[src/rtl/mandel_pkg.sv]
// Shared constants, state encoding and colour table for the Mandelbrot pixel path.
package mandel_pkg;

    localparam int FX_W    = 27;
    localparam int FX_FRAC = 23;
    localparam int ITER_W  = 12;

    typedef enum logic [2:0] {
        ST_IDLE,
        ST_LOAD,
        ST_ISSUE,
        ST_WAIT,
        ST_WRITE,
        ST_ADVANCE,
        ST_DONE
    } seq_state_e;

    // RGB332 palette indexed by the MSB position of the escape count
    localparam logic [7:0] COLOR_LUT [0:7] = '{
        8'h03, 8'h07, 8'h1F, 8'h3C, 8'h7C, 8'hF8, 8'hE0, 8'hFF
    };

endpackage

[src/rtl/mandel_pixel_sequencer_if.sv]
// Iterator handshake and pixel-memory write port between the sequencer and its peers.
interface mandel_pixel_sequencer_if
    import mandel_pkg::*;
#(
    parameter int ADDR_W = 19
) ();

    logic              iter_init;
    logic [FX_W-1:0]   iter_c_r;
    logic [FX_W-1:0]   iter_c_i;
    logic [ITER_W-1:0] iter_max;
    logic              iter_done;
    logic [ITER_W-1:0] iter_count;
    logic              mem_we;
    logic [ADDR_W-1:0] mem_addr;
    logic [7:0]        mem_data;

    modport master (
        output iter_init, iter_c_r, iter_c_i, iter_max, mem_we, mem_addr, mem_data,
        input  iter_done, iter_count
    );

    modport slave (
        input  iter_init, iter_c_r, iter_c_i, iter_max, mem_we, mem_addr, mem_data,
        output iter_done, iter_count
    );

endinterface

[src/rtl/mandel_color_map.sv]
// Escape count to RGB332 colour: black inside the set, else palette by count magnitude.
module mandel_color_map
    import mandel_pkg::*;
(
    input  logic [ITER_W-1:0] count,
    input  logic [ITER_W-1:0] max_iter,
    output logic [7:0]        color
);

    logic [2:0] idx;

    always_comb begin
        idx = 3'd0;
        for (int i = 0; i < ITER_W; i++) begin
            if (count[i]) idx = (i > 7) ? 3'd7 : 3'(i);
        end
        color = (count >= max_iter) ? 8'h00 : COLOR_LUT[idx];
    end

endmodule

[src/rtl/mandel_pixel_sequencer.sv]
// Raster-order frame walker: issues one iterator run per pixel and writes its colour.
//
// state      | meaning
// IDLE       | waiting for go
// LOAD       | latch view, reset x/y/address/coordinates
// ISSUE      | one-cycle iterator restart pulse
// WAIT       | waiting for iterator done
// WRITE      | pixel write strobe
// ADVANCE    | step to next pixel or finish
// DONE       | frame_done pulse
module mandel_pixel_sequencer
    import mandel_pkg::*;
#(
    parameter int H_PIXELS = 640,
    parameter int V_PIXELS = 480,
    parameter int ADDR_W   = 19
) (
    input  logic                     clock,
    input  logic                     reset,
    input  logic                     go,
    input  logic [FX_W-1:0]          x_start,
    input  logic [FX_W-1:0]          y_start,
    input  logic [FX_W-1:0]          dx,
    input  logic [FX_W-1:0]          dy,
    input  logic [ITER_W-1:0]        max_iter,
    mandel_pixel_sequencer_if.master bus,
    output logic                     busy,
    output logic                     frame_done,
    output logic [31:0]              frame_cycles
);

    localparam int XW = (H_PIXELS > 1) ? $clog2(H_PIXELS) : 1;
    localparam int YW = (V_PIXELS > 1) ? $clog2(V_PIXELS) : 1;

    seq_state_e        state_q, state_d;
    logic [XW-1:0]     x_q, x_d;
    logic [YW-1:0]     y_q, y_d;
    logic [FX_W-1:0]   x_start_q, x_start_d;
    logic [FX_W-1:0]   dx_q, dx_d;
    logic [FX_W-1:0]   dy_q, dy_d;
    logic [FX_W-1:0]   c_r_q, c_r_d;
    logic [FX_W-1:0]   c_i_q, c_i_d;
    logic [ITER_W-1:0] max_q, max_d;
    logic [ADDR_W-1:0] addr_q, addr_d;
    logic [7:0]        data_q, data_d;
    logic              init_q, init_d;
    logic              we_q, we_d;
    logic              busy_q, busy_d;
    logic              done_q, done_d;
    logic [31:0]       fc_q, fc_d;
    logic [7:0]        color_w;

    mandel_color_map u_color_map (
        .count    (bus.iter_count),
        .max_iter (max_q),
        .color    (color_w)
    );

    always_comb begin
        state_d   = state_q;
        x_d       = x_q;
        y_d       = y_q;
        x_start_d = x_start_q;
        dx_d      = dx_q;
        dy_d      = dy_q;
        c_r_d     = c_r_q;
        c_i_d     = c_i_q;
        max_d     = max_q;
        addr_d    = addr_q;
        data_d    = data_q;
        fc_d      = fc_q;

        if (state_q != ST_IDLE) fc_d = fc_q + 32'd1;

        unique case (state_q)
            ST_IDLE: begin
                if (go) begin
                    state_d = ST_LOAD;
                    fc_d    = 32'd0;
                end
            end
            ST_LOAD: begin
                x_start_d = x_start;
                dx_d      = dx;
                dy_d      = dy;
                max_d     = max_iter;
                x_d       = '0;
                y_d       = '0;
                addr_d    = '0;
                c_r_d     = x_start;
                c_i_d     = y_start;
                state_d   = ST_ISSUE;
            end
            ST_ISSUE: state_d = ST_WAIT;
            ST_WAIT: begin
                if (bus.iter_done) begin
                    data_d  = color_w;
                    state_d = ST_WRITE;
                end
            end
            ST_WRITE: state_d = ST_ADVANCE;
            ST_ADVANCE: begin
                if (x_q < XW'(H_PIXELS - 1)) begin
                    x_d     = x_q + 1'b1;
                    c_r_d   = c_r_q + dx_q;
                    addr_d  = addr_q + 1'b1;
                    state_d = ST_ISSUE;
                end else if (y_q < YW'(V_PIXELS - 1)) begin
                    x_d     = '0;
                    y_d     = y_q + 1'b1;
                    c_r_d   = x_start_q;
                    c_i_d   = c_i_q - dy_q;
                    addr_d  = addr_q + 1'b1;
                    state_d = ST_ISSUE;
                end else begin
                    state_d = ST_DONE;
                end
            end
            ST_DONE: state_d = ST_IDLE;
            default: state_d = ST_IDLE;
        endcase

        // Strobes are registered so they line up exactly with the state they belong to
        init_d = (state_d == ST_ISSUE);
        we_d   = (state_d == ST_WRITE);
        busy_d = (state_d != ST_IDLE);
        done_d = (state_d == ST_DONE);
    end

    always_ff @(posedge clock or negedge reset) begin
        if (!reset) begin
            state_q   <= ST_IDLE;
            x_q       <= '0;
            y_q       <= '0;
            x_start_q <= '0;
            dx_q      <= '0;
            dy_q      <= '0;
            c_r_q     <= '0;
            c_i_q     <= '0;
            max_q     <= '0;
            addr_q    <= '0;
            data_q    <= '0;
            init_q    <= 1'b0;
            we_q      <= 1'b0;
            busy_q    <= 1'b0;
            done_q    <= 1'b0;
            fc_q      <= '0;
        end else begin
            state_q   <= state_d;
            x_q       <= x_d;
            y_q       <= y_d;
            x_start_q <= x_start_d;
            dx_q      <= dx_d;
            dy_q      <= dy_d;
            c_r_q     <= c_r_d;
            c_i_q     <= c_i_d;
            max_q     <= max_d;
            addr_q    <= addr_d;
            data_q    <= data_d;
            init_q    <= init_d;
            we_q      <= we_d;
            busy_q    <= busy_d;
            done_q    <= done_d;
            fc_q      <= fc_d;
        end
    end

    assign bus.iter_init = init_q;
    assign bus.iter_c_r  = c_r_q;
    assign bus.iter_c_i  = c_i_q;
    assign bus.iter_max  = max_q;
    assign bus.mem_we    = we_q;
    assign bus.mem_addr  = addr_q;
    assign bus.mem_data  = data_q;
    assign busy          = busy_q;
    assign frame_done    = done_q;
    assign frame_cycles  = fc_q;

endmodule

[src/flat_wrapper.sv]
// flat-port wrapper written by rule: the top's interface ports become plain ports
module mandel_pixel_sequencer_flat import mandel_pkg::*;
#(
    parameter int H_PIXELS = 640,
    parameter int V_PIXELS = 480,
    parameter int ADDR_W   = 19
)
  (clock, reset, go, x_start, y_start, dx, dy, max_iter, busy, frame_done, frame_cycles, bus_iter_init, bus_iter_c_r, bus_iter_c_i, bus_iter_max, bus_mem_we, bus_mem_addr, bus_mem_data, bus_iter_done, bus_iter_count);
  mandel_pixel_sequencer_if #(.ADDR_W(ADDR_W)) bus_i ();
  input  logic clock;
  input  logic reset;
  input  logic go;
  input  logic [FX_W-1:0] x_start;
  input  logic [FX_W-1:0] y_start;
  input  logic [FX_W-1:0] dx;
  input  logic [FX_W-1:0] dy;
  input  logic [ITER_W-1:0] max_iter;
  output logic busy;
  output logic frame_done;
  output logic [31:0] frame_cycles;
  output wire logic [$bits(bus_i.iter_init)-1:0] bus_iter_init;
  output wire logic [$bits(bus_i.iter_c_r)-1:0] bus_iter_c_r;
  output wire logic [$bits(bus_i.iter_c_i)-1:0] bus_iter_c_i;
  output wire logic [$bits(bus_i.iter_max)-1:0] bus_iter_max;
  output wire logic [$bits(bus_i.mem_we)-1:0] bus_mem_we;
  output wire logic [$bits(bus_i.mem_addr)-1:0] bus_mem_addr;
  output wire logic [$bits(bus_i.mem_data)-1:0] bus_mem_data;
  input wire logic [$bits(bus_i.iter_done)-1:0] bus_iter_done;
  input wire logic [$bits(bus_i.iter_count)-1:0] bus_iter_count;
  assign bus_iter_init = bus_i.iter_init;
  assign bus_iter_c_r = bus_i.iter_c_r;
  assign bus_iter_c_i = bus_i.iter_c_i;
  assign bus_iter_max = bus_i.iter_max;
  assign bus_mem_we = bus_i.mem_we;
  assign bus_mem_addr = bus_i.mem_addr;
  assign bus_mem_data = bus_i.mem_data;
  assign bus_i.iter_done = bus_iter_done;
  assign bus_i.iter_count = bus_iter_count;
  mandel_pixel_sequencer #(.H_PIXELS(H_PIXELS), .V_PIXELS(V_PIXELS), .ADDR_W(ADDR_W)) u_core (.clock(clock), .reset(reset), .go(go), .x_start(x_start), .y_start(y_start), .dx(dx), .dy(dy), .max_iter(max_iter), .bus(bus_i), .busy(busy), .frame_done(frame_done), .frame_cycles(frame_cycles));
endmodule
[config.mk]
export PLATFORM = sky130hd
export DESIGN_NAME = mandel_pixel_sequencer_flat
export DESIGN_NICKNAME = d
export VERILOG_FILES = /design/src/rtl/mandel_pkg.sv /design/src/rtl/mandel_pixel_sequencer_if.sv /design/src/rtl/mandel_color_map.sv /design/src/rtl/mandel_pixel_sequencer.sv /design/src/flat_wrapper.sv
export SDC_FILE = /design/constraint.sdc
export NUM_CORES = 1
export LEC_CHECK = 0
export ABC_AREA = 1
export BUFFER_PORTS_ARGS = -buffer_cell sky130_fd_sc_hd__buf_4
export CORE_MARGIN = 10
export CORE_UTILIZATION = 45
export DETAILED_ROUTE_END_ITERATION = 8
export PLACE_DENSITY = 0.68
export SLEW_MARGIN = 20
export SYNTH_ARGS = -nofsm -noshare
export SYNTH_HDL_FRONTEND = slang
export SYNTH_HIERARCHICAL = 1
export SYNTH_SLANG_ARGS = --single-unit
[constraint.sdc]
create_clock -name clock -period 4 [get_ports clock]
set_input_delay 0.4 -clock clock [delete_from_list [all_inputs] [get_ports clock]]
set_output_delay 0.4 -clock clock [all_outputs]
set_load 0.02 [all_outputs]
==> Yosys cells after proc, flatten, opt, wreduce, memory -nomap -nowiden <==
Memories as Yosys holds them, arrays and structs flattened.
Index checks and enable logic that the tools add are counted.
{ "totals": {"mem_bits_rw": 0, "latch_bits": 0, "output_inout_bits": 129, "memories": 1, "mem_bits_ro": 64, "elab_cells": 83, "reg_bits": 232, "inputBits": 136} }
{ "memory_table": {"columns": ["memory", "depth", "width", "rd", "rd_clocked_by_memory_dff", "wr", "line_no", "source"], "rows": [
  ["(no name shown)", 8, 8, 1, 0, 0, "mandel_color_map.sv:17", "color = (count >= max_iter) ? 8'h00 : COLOR_LUT[idx];"]
]} }
{ "classes": {"mul": 0, "n_addsub": 6, "magnitude_cmp": 4, "n_eq_ne": 11, "n_div": 0, "bitwise_logic": 1, "mux": 37, "n_reduce_logical": 7, "shifts": 0} }
{ "ops": {"columns": ["cell", "count"], "rows": [
  ["27-bit two-way mux", 4],
  ["27-bit one-hot mux with 2 select lines", 2],
  ["32-bit two-way mux", 3],
  ["3-bit two-way mux", 14],
  ["19-bit two-way mux", 2],
  ["19-bit one-hot mux with 2 select lines", 1],
  ["32-bit by 1-bit adder with 32-bit output, second input constant", 1],
  ["27-bit adder", 1],
  ["27-bit subtractor", 1],
  ["8-bit two-way mux", 3],
  ["10-bit two-way mux", 2],
  ["10-bit one-hot mux with 2 select lines", 1],
  ["19-bit by 1-bit adder with 19-bit output, second input constant", 1],
  ["9-bit two-way mux", 2],
  ["3-bit one-hot mux with 6 select lines", 1],
  ["9-bit one-hot mux with 2 select lines", 1],
  ["3-bit equality test, second input constant", 4],
  ["12-bit >= comparator", 1],
  ["10-bit by 1-bit adder with 10-bit output, second input constant", 1],
  ["10-bit < comparator, second input constant", 1],
  ["9-bit by 1-bit adder with 9-bit output, second input constant", 1],
  ["3-bit by 2-bit equality test with 1-bit output, second input constant", 3],
  ["9-bit < comparator, second input constant", 1],
  ["3-bit nonzero test", 2],
  ["other kinds (11)", 12]
]} }

==> Longest topological paths before layout <==
Gate-level depths: netlist (run 1).
{ "depth": {"depth_word": 16, "depth_mapped": 16, "depth_no_buf": 16} }

==> By module <==
The synthesis (run 1) kept the hierarchy.
{ "by_module_without_submodules": {"columns": ["mod", "cells_per_inst", "seq_area_each_um2", "instances", "area_each_um2"], "rows": [
  ["mandel_pixel_sequencer", 1927, 5805.6, 1, 13888.3],
  ["mandel_color_map", 108, 0.0, 1, 590.6]
]} }

==> Worst setup path before layout (run 1) <==
No wires, ideal clock.
{ "synth_timing": {"path_kind": "flip-flop to flip-flop", "from": "register u_core.c_r_q[0] (netlist: u_core/bus.iter_c_r[0])", "to": "register u_core.c_r_q[22] (netlist: u_core/bus.iter_c_r[22])", "arrival_ns": 1.951, "t_required_ns": 3.877, "path_buffers": 0, "stages_incl_launch_ff": 16, "slack_ns": 1.926, "setup_ns": 0.123, "period_less_slack_ns": 2.074, "path_cell_list": "dfrtp_1 -> ha_1 -> inv_1 -> fa_1 -> inv_1 -> nand3_1 -> nand3_1 -> nand2_1 -> nand2_1 -> nand2_1 -> nand2_1 -> nand2_1 -> nand2_1 -> nor2_1 -> o21ai_0 -> nand2_1"} }
{ "synth_between": {"elab_chain_len": 3} }
{ "synth_lines": {"columns": ["item", "line_no", "source"], "rows": [
  ["start, declared", "mandel_pixel_sequencer.sv:41", "logic [FX_W-1:0] c_r_q, c_r_d;"],
  ["start signal, assigned", "mandel_pixel_sequencer.sv:155", "c_r_q <= c_r_d;"],
  ["27-bit adder", "mandel_pixel_sequencer.sv:105", "c_r_d = c_r_q + dx_q;"],
  ["27-bit two-way mux", "mandel_pixel_sequencer.sv:103", "if (x_q < XW'(H_PIXELS - 1)) begin"],
  ["27-bit one-hot mux with 2 select lines", "mandel_pixel_sequencer.sv:75", "unique case (state_q)"]
]} }
No other way between the ends.
A chain may end at the register's enable or synchronous reset.

==> Worst setup path after layout (run 1) <==
{ "layout_timing": {"from": "register u_core.x_q[0]", "to": "register u_core.addr_q[10] (netlist: u_core/bus.mem_addr[10])"} }
{ "layout_between": {"elab_chain_len": 3, "word_cells_on_any_way": 5, "cone_classes": "order compare (1); eq/ne (1); mux (2); reduce/logical (1)"} }
{ "layout_lines": {"columns": ["item", "line_no", "source"], "rows": [
  ["start, declared", "mandel_pixel_sequencer.sv:36", "logic [XW-1:0] x_q, x_d;"],
  ["start signal, assigned", "mandel_pixel_sequencer.sv:133", "x_q <= '0;"],
  ["start signal, assigned", "mandel_pixel_sequencer.sv:150", "x_q <= x_d;"],
  ["10-bit < comparator *", "mandel_pixel_sequencer.sv:103", null],
  ["19-bit two-way mux / 3-bit by 1-bit inequality test with 1-bit output (equally long branches)", null, null],
  ["19-bit one-hot mux with 2 select lines / 2-bit AND reduction (equally long branches)", null, null],
  ["end signal, assigned", "mandel_pixel_sequencer.sv:158", "addr_q <= addr_d;"],
  ["end, declared", "mandel_pixel_sequencer.sv:44", "logic [ADDR_W-1:0] addr_q, addr_d;"]
]} }
Every way passes the cells marked *; elsewhere a longest branch is shown, timed or not.

==> results.json, run 1 <==
{
  "status": "complete, no violations",
  "ys_seq_area_share_pct": 40.1,
  "synth_nets": 2245,
  "placeableCoreArea_mm2": 0.0316,
  "syn_avg_cell_area_um2": 7.11,
  "clock-sinks": 232,
  "final_cell_mix": "nand2_1, buf_4, inv_1, dfrtp_1, nor2_1",
  "start_util_pct": 45.8,
  "finalHoldViolations": 0,
  "synth.largest_area_cell": "dfrtp_1",
  "postCtsSetupRepairBufs": 0,
  "grt_pass1_vias": 14000,
  "end_kind": "flip-flop",
  "cts_resized": 0,
  "row_count": 65,
  "path_class": "reg -> reg",
  "cts.reportedPaths.clkPinSlew_ps": 60,
  "syn_area_mm2": 0.0145,
  "synth_cell_types": 51,
  "tightestPinTransition_ps": 922,
  "p_per_area_mw_per_mm2": 833,
  "final-setup-viol-count": 0,
  "p_leak_nw": 9.22,
  "post_route_cells_drive_above_1_share_pct": 15.6,
  "grt_max_degree": 143,
  "grt_overflow": 0,
  "cp-start-kind": "flip-flop",
  "die_x_um": 199,
  "numPortBuffers": 264,
  "area_growth_pct": 22.5,
  "required_ps": 4450,
  "fin_skew_ps": 10.9,
  "grt_pass1_wl_mm": 71.5,
  "synth_warnings": 6,
  "drc": 0,
  "slew_headroom_pct": 38.5,
  "firstDrtPassIters": 6,
  "via_count": 14100,
  "avgRoutedWirePerCell_um": 16.6,
  "startpoint": "u_core/x_q[0]",
  "ir_worst_vdd_mv": 0.479,
  "ys_ff_latch": 232,
  "r2r-start": "u_core/x_q[0]",
  "fin_util_pct": 56.1,
  "ant_nets": 0,
  "pin_count": 265,
  "globalplace.congestion": 0.929,
  "multi_input_area_mm2": 0.00745,
  "die-area_mm2": 0.0398,
  "ff_latch_area_mm2": 0.00581,
  "min_period_ps": 2750,
  "synthCells": 2035,
  "timing.fmax_mhz": 364,
  "min_period_over_period_pct": 68.7,
  "rsz0062_at_grt": "false",
  "drt-initial-drc-count": 1040,
  "synth_top_area_share_pct": 40.1,
  "cts_tree": "done",
  "drv_cap": 0,
  "cp.arrival_ps": 3190,
  "track_usage_pct": 22.0,
  "clkLatencyLatePin_ps": 550,
  "holdCritPathClass": "in -> reg",
  "fin_tns_setup_ps": 0,
  "antenna_cells": 0,
  "via_per_inst": 5.19,
  "final_common_cell": "nand2_1",
  "final_nets": 2494,
  "dp_hpwl_mm": 33.6,
  "cts_inserted_buffers": 28,
  "holdBufCountCts": 1,
  "htree_levels": 1,
  "drv_slew": 0,
  "yosys-top-cells-area": "dfrtp_1, nand2_1, inv_1, ha_1, o21ai_0",
  "worstPathMaxFanout": 30,
  "fill_cells": 3011,
  "clockBufferDepth": 3,
  "dieHeight_um": 199,
  "ctsRootBufferMaster": "clkbuf_16",
  "drt_wl_total_mm": 45.0,
  "hold_path_startpoint": "go",
  "grt_antenna_before_repair": 1
}
cell usage after synthesis, drive strengths merged:
| cell type | number |
|---|---|
| nand2 | 688 |
| inv | 254 |
| dfrtp | 232 |
| nor2 | 151 |
| o21ai | 140 |
| nand3 | 130 |
| a21oi | 117 |
| ha | 72 |
| nor3 | 42 |
| buf | 35 |
| nand4 | 30 |
| xor2 | 28 |
| clkbuf | 22 |
| o21a | 14 |
| o211ai | 10 |
| o21bai | 10 |
| o31ai | 8 |
| xnor2 | 8 |
| a31oi | 7 |
| nor4 | 6 |
| o22ai | 5 |
| or2 | 5 |
| a21o | 4 |
| a32o | 3 |
| a21boi | 2 |
| and2 | 2 |
| clkinv | 2 |
| fa | 2 |
| a211oi | 1 |
| a22oi | 1 |
| and3 | 1 |
| nand3b | 1 |
| nor3b | 1 |
| o32ai | 1 |
per-stage QoR:
step | worst slack, ps | power [mW] | std cells | hold WS (ps) | cell area (µm²)
2_1_floorplan | 1930 | 9.67 | 2035 | 104 | 14500
5_1_grt | 1040 | 16.1 | 2706 | 24.7 | 17700
3_3_place_gp | 1370 | 12.1 | 2655 | 450 | 16800
6_report | 1250 | 14.8 | 2706 | 37.1 | 17700
3_5_place_dp | 1280 | 12.3 | 2655 | 455 | 16800
4_1_cts | 1250 | 14.8 | 2706 | 13.3 | 17700
worst max-delay path, stage by stage, from the launching register on:
cell and delay [ps]:
dfrtp_1 400, ha_1 260, nand4_2 140, nor2_2 70
o21ai_2 260, nor2_2 90, nor2_4 450, nor2_4 250
inv_2 440, nand3_1 140, nand2_1 90, nor2_1 40
path summary, 6_finish.rpt:
path | endpoint | slack, ps | depth (start not counted)
max in group asynchronous | u_core/bus.iter_c_r[18] | 2450 | 3
setup / recovery | u_core/bus.mem_addr[10] | 1250 | 11
setup reg to reg | u_core/bus.mem_addr[10] | 1250 | 11
hold reg to reg | u_core/x_start_q[16] | 470 | 2
hold / removal | u_core/frame_cycles[28] | 40 | 2
min in group asynchronous | u_core/dy_q[20] | 490 | 2
final cells by class:
type / instances / share of cell area, %
Inverter: 256 / 5.42
Sequential cell: 232 / 32.7
Timing Repair Buffer: 276 / 11.9
Clock buffer: 40 / 4.77
Multi-Input combinational cell: 1490 / 42.0
Tap cell: 402 / 2.84
Clock inverter: 10 / 0.381
metal layers:
metal	vias to the layer above	global-route usage, %	wire length, µm
li1	7049	-	-
met1	6554	27.9	19300
met2	382	37.3	21400
met3	69	4.56	3230
met4	2	6.06	1060
met5	-	0	16
cell families after synthesis:
logic type               Yosys count  share of synthesized area, %
XOR/XNOR                          36                          2.18
adder cells (fa/ha/maj)           74                          6.50
AO/OA/AOI/OAI                    323                          12.5
flip-flops                       232                          40.1
AND/OR/NAND/NOR                 1057                          30.2
buffers and inverters            313                          8.53
power by group:
part           leakage, nW  total (mW)  switching, mW  internal, mW
sequential            2.95        3.83          0.615          3.22
clock                0.458        2.48           1.02          1.46
combinational         5.82        8.47           5.54          2.93
total                 9.22        14.8           7.17          7.61
registers in the layout, indices dropped and copies added (netlist names):
register	flops
u_core/bus.iter_init	1
u_core/dx_q	27
u_core/bus.mem_addr	19
u_core/bus.mem_we	1
u_core/frame_cycles	32
u_core/bus.iter_c_i	27
u_core/y_q	9
u_core/x_start_q	27
u_core/x_q	10
u_core/bus.iter_max	12
u_core/bus.mem_data	8
u_core/state_q	3
u_core/busy	1
u_core/frame_done	1
u_core/dy_q	27
u_core/bus.iter_c_r	27
(Power assumes the default switching activity.)
==> run 2: changes to the inputs <==
--- a/config.mk
+++ b/config.mk
@@ -10,7 +10,7 @@
 export CORE_MARGIN = 10
 export CORE_UTILIZATION = 45
 export DETAILED_ROUTE_END_ITERATION = 8
-export PLACE_DENSITY = 0.68
+export PLACE_DENSITY = 0.7
 export SLEW_MARGIN = 20
 export SYNTH_ARGS = -nofsm -noshare
 export SYNTH_HDL_FRONTEND = slang
==> constraint.sdc (replaced) <==
create_clock -name clock -period 2.2 [get_ports clock]
set_input_delay 0.22 -clock clock [delete_from_list [all_inputs] [get_ports clock]]
set_output_delay 0.22 -clock clock [all_outputs]
set_load 0.02 [all_outputs]
==> run 2 against run 1 <==
Effect of this change: design area increased by 11%; setup slack got worse by 1100 ps; first-iteration DRC count decreased by 6.7%; sequential share of layout area decreased by 3.2 points; worst hold slack got worse by 6.9 ps; die area unchanged; count of clock-buffer cells in the layout increased by 4.
==> results.json, run 2 (synthesis results as in run 1) <==
{
  "status": "complete, no violations",
  "met3_usage_pct": 4.71,
  "fin_skew_ps": 18.9,
  "drc": 0,
  "cp-start-kind": "flip-flop",
  "pin_count": 265,
  "grt_max_degree": 58,
  "holdCritPathClass": "in -> reg",
  "p_per_area_mw_per_mm2": 1480,
  "cts_inserted_buffers": 29,
  "start_util_pct": 45.8,
  "ant_nets": 0,
  "htree_levels": 1,
  "clock-sinks": 232,
  "dpl.cell_count": 2709,
  "ctsRootBufferMaster": "clkbuf_16",
  "drt_wl_total_mm": 48.1,
  "grt_busiest_layer": "met2",
  "finalPower_mw": 29.1,
  "crit_chain": "inv_2 -> ha_2 -> inv_2 -> fa_2 -> nand3_2 -> nand3_4 -> nand2_1 -> nand2_1 -> buf_4 -> a21oi_2 -> inv_1 -> nand2_1 -> nand3_1 -> a21oi_2",
  "cts_tree": "done",
  "placeableCoreArea_mm2": 0.0316,
  "dieHeight_um": 199,
  "clkLatencyLatePin_ps": 550,
  "track_usage_pct": 23.7,
  "via_count": 15000,
  "cts.reportedPaths.clkPinSlew_ps": 60,
  "post_route_cells_drive_above_1_share_pct": 18.3,
  "multi_input_area_mm2": 0.00764,
  "final_nets": 2674,
  "timing.fmax_mhz": 478,
  "stdcell_count": 2886,
  "end_kind": "flip-flop",
  "tightestPinTransition_ps": 685,
  "stdcell_area_mm2": 0.0197,
  "drt-initial-drc-count": 970,
  "globalplace.congestion": 0.927,
  "use_met1_pct": 30.0,
  "grt_overflow": 0,
  "rrSetupSlack_ps": 110,
  "grt_pass1_wl_mm": 76.9,
  "p_leak_nw": 10.1,
  "ff_latch_area_mm2": 0.00581,
  "grt_pass1_vias": 14900,
  "grt_antenna_before_repair": 0,
  "rsz0062_at_grt": "true",
  "final_common_cell": "nand2_1",
  "max_stage_delay_ps": 390,
  "die_x_um": 199,
  "ir_worst_vdd_mv": 0.858,
  "largest_reg_flops": 32,
  "numPortBuffers": 264,
  "avgRoutedWirePerCell_um": 16.7,
  "min_period_ps": 2090,
  "finalHoldViolations": 0,
  "final-setup-viol-count": 0,
  "post_dp_cell_area_mm2": 0.0173,
  "die-area_mm2": 0.0398,
  "min_period_over_period_pct": 95.1,
  "row_count": 65,
  "area_growth_pct": 36.0,
  "firstDrtPassIters": 5,
  "drv_slew": 0,
  "via_per_inst": 5.19,
  "final_cell_mix": "nand2_1, buf_4, inv_1, dfrtp_1, nor2_1",
  "clockBufferDepth": 3,
  "dp_hpwl_mm": 35.3,
  "cpMostUsedCell": "nand2_1",
  "drv_cap": 0,
  "worstPathMaxFanout": 3,
  "cp.arrival_ps": 2560,
  "met2_usage_pct": 40.5,
  "crit_slowest_cell": "dfrtp_1",
  "path_class": "reg -> reg",
  "fill_cells": 2836,
  "cp.buffers_inverters": 4,
  "required_ps": 2670,
  "critical_path.top_delay_family": "adder cells",
  "slew_headroom_pct": 54.3
}
[run 2: cell count changes in the layout (fill, tap and decap cells not counted), moves of 7 or more]
cell,before,now
ha_2,0,8
nand2_1,686,679
a21oi_1,116,104
ha_1,72,62
clkbuf_1,2,10
dlygate4sd3_1,1,120
a21oi_2,1,12
nand2_2,2,9
buf_4,272,326
[run 2: worst register-to-register path, stage by stage, from the launching register on]
cell and delay, ps:
dfrtp_1 390, inv_2 60, ha_2 160, inv_2 40
fa_2 380, nand3_2 110, nand3_4 80, nand2_1 70
nand2_1 70, buf_4 160, a21oi_2 140, inv_1 50
nand2_1 50, nand3_1 80, a21oi_2 150
[run 2: power breakdown]
group          total [mW]  internal (mW)  switching, mW
logic                17.4           6.56           10.9
registers            6.92           5.85           1.07
clock network        4.75           2.92           1.83
total                29.1           15.3           13.8
[run 2: per-stage QoR]
step	utilization (%)	TNS, ps	setup WS (ps)	hold slack, ps
after floorplan	-	0	126	-75.6
after global placement	54.6	0	62.4	182
after detailed placement	54.6	0	18.8	191
after CTS	61.4	0	2.15	17.5
after global routing	62.2	-87.7	-27.4	35.7
final	62.2	0	108	30.3
[run 2: path summary, 6_finish.rpt]
| kind | cells past startpoint | endpoint | startpoint |
|---|---|---|---|
| worst max-delay path | 14 | u_core/bus.iter_c_i[12] | u_core/bus.iter_c_i[0] |
| worst min-delay path | 3 | u_core/bus.iter_c_i[12] | y_start[12] |
| worst max register to register | 14 | u_core/bus.iter_c_i[12] | u_core/bus.iter_c_i[0] |
| worst min register to register | 2 | u_core/x_start_q[16] | u_core/x_start_q[16] |
| max in group asynchronous | 3 | u_core/bus.mem_addr[2] | reset |
| min in group asynchronous | 2 | u_core/dy_q[21] | reset |
[run 2: layout make-up]
class / instances / area share (%)
tap: 402 / 2.55
clock buffer: 44 / 4.23
timing repair buffer: 455 / 19.4
antenna: 1 / 0.0127
sequential: 232 / 29.5
clock inverter: 6 / 0.534
multi-input combinational: 1490 / 38.8
inverter: 256 / 4.92
[run 2: what timing repair did]
action                                  4_1_cts  5_1_grt
hold buffers                                120        0
setup buffers                                 0        5
endpoints found under the setup margin        0       58
gates resized for setup                       0       58
hold endpoints to repair                    188        0
[run 2: per-layer routing]
layer / share of wire (%) / up-vias / wire length [µm]
li1: - / 7434 / -
met1: 43 / 7051 / 20500
met2: 48 / 420 / 23200
met3: 6.7 / 71 / 3220
met4: 2.5 / 0 / 1190
met5: 0 / - / 0
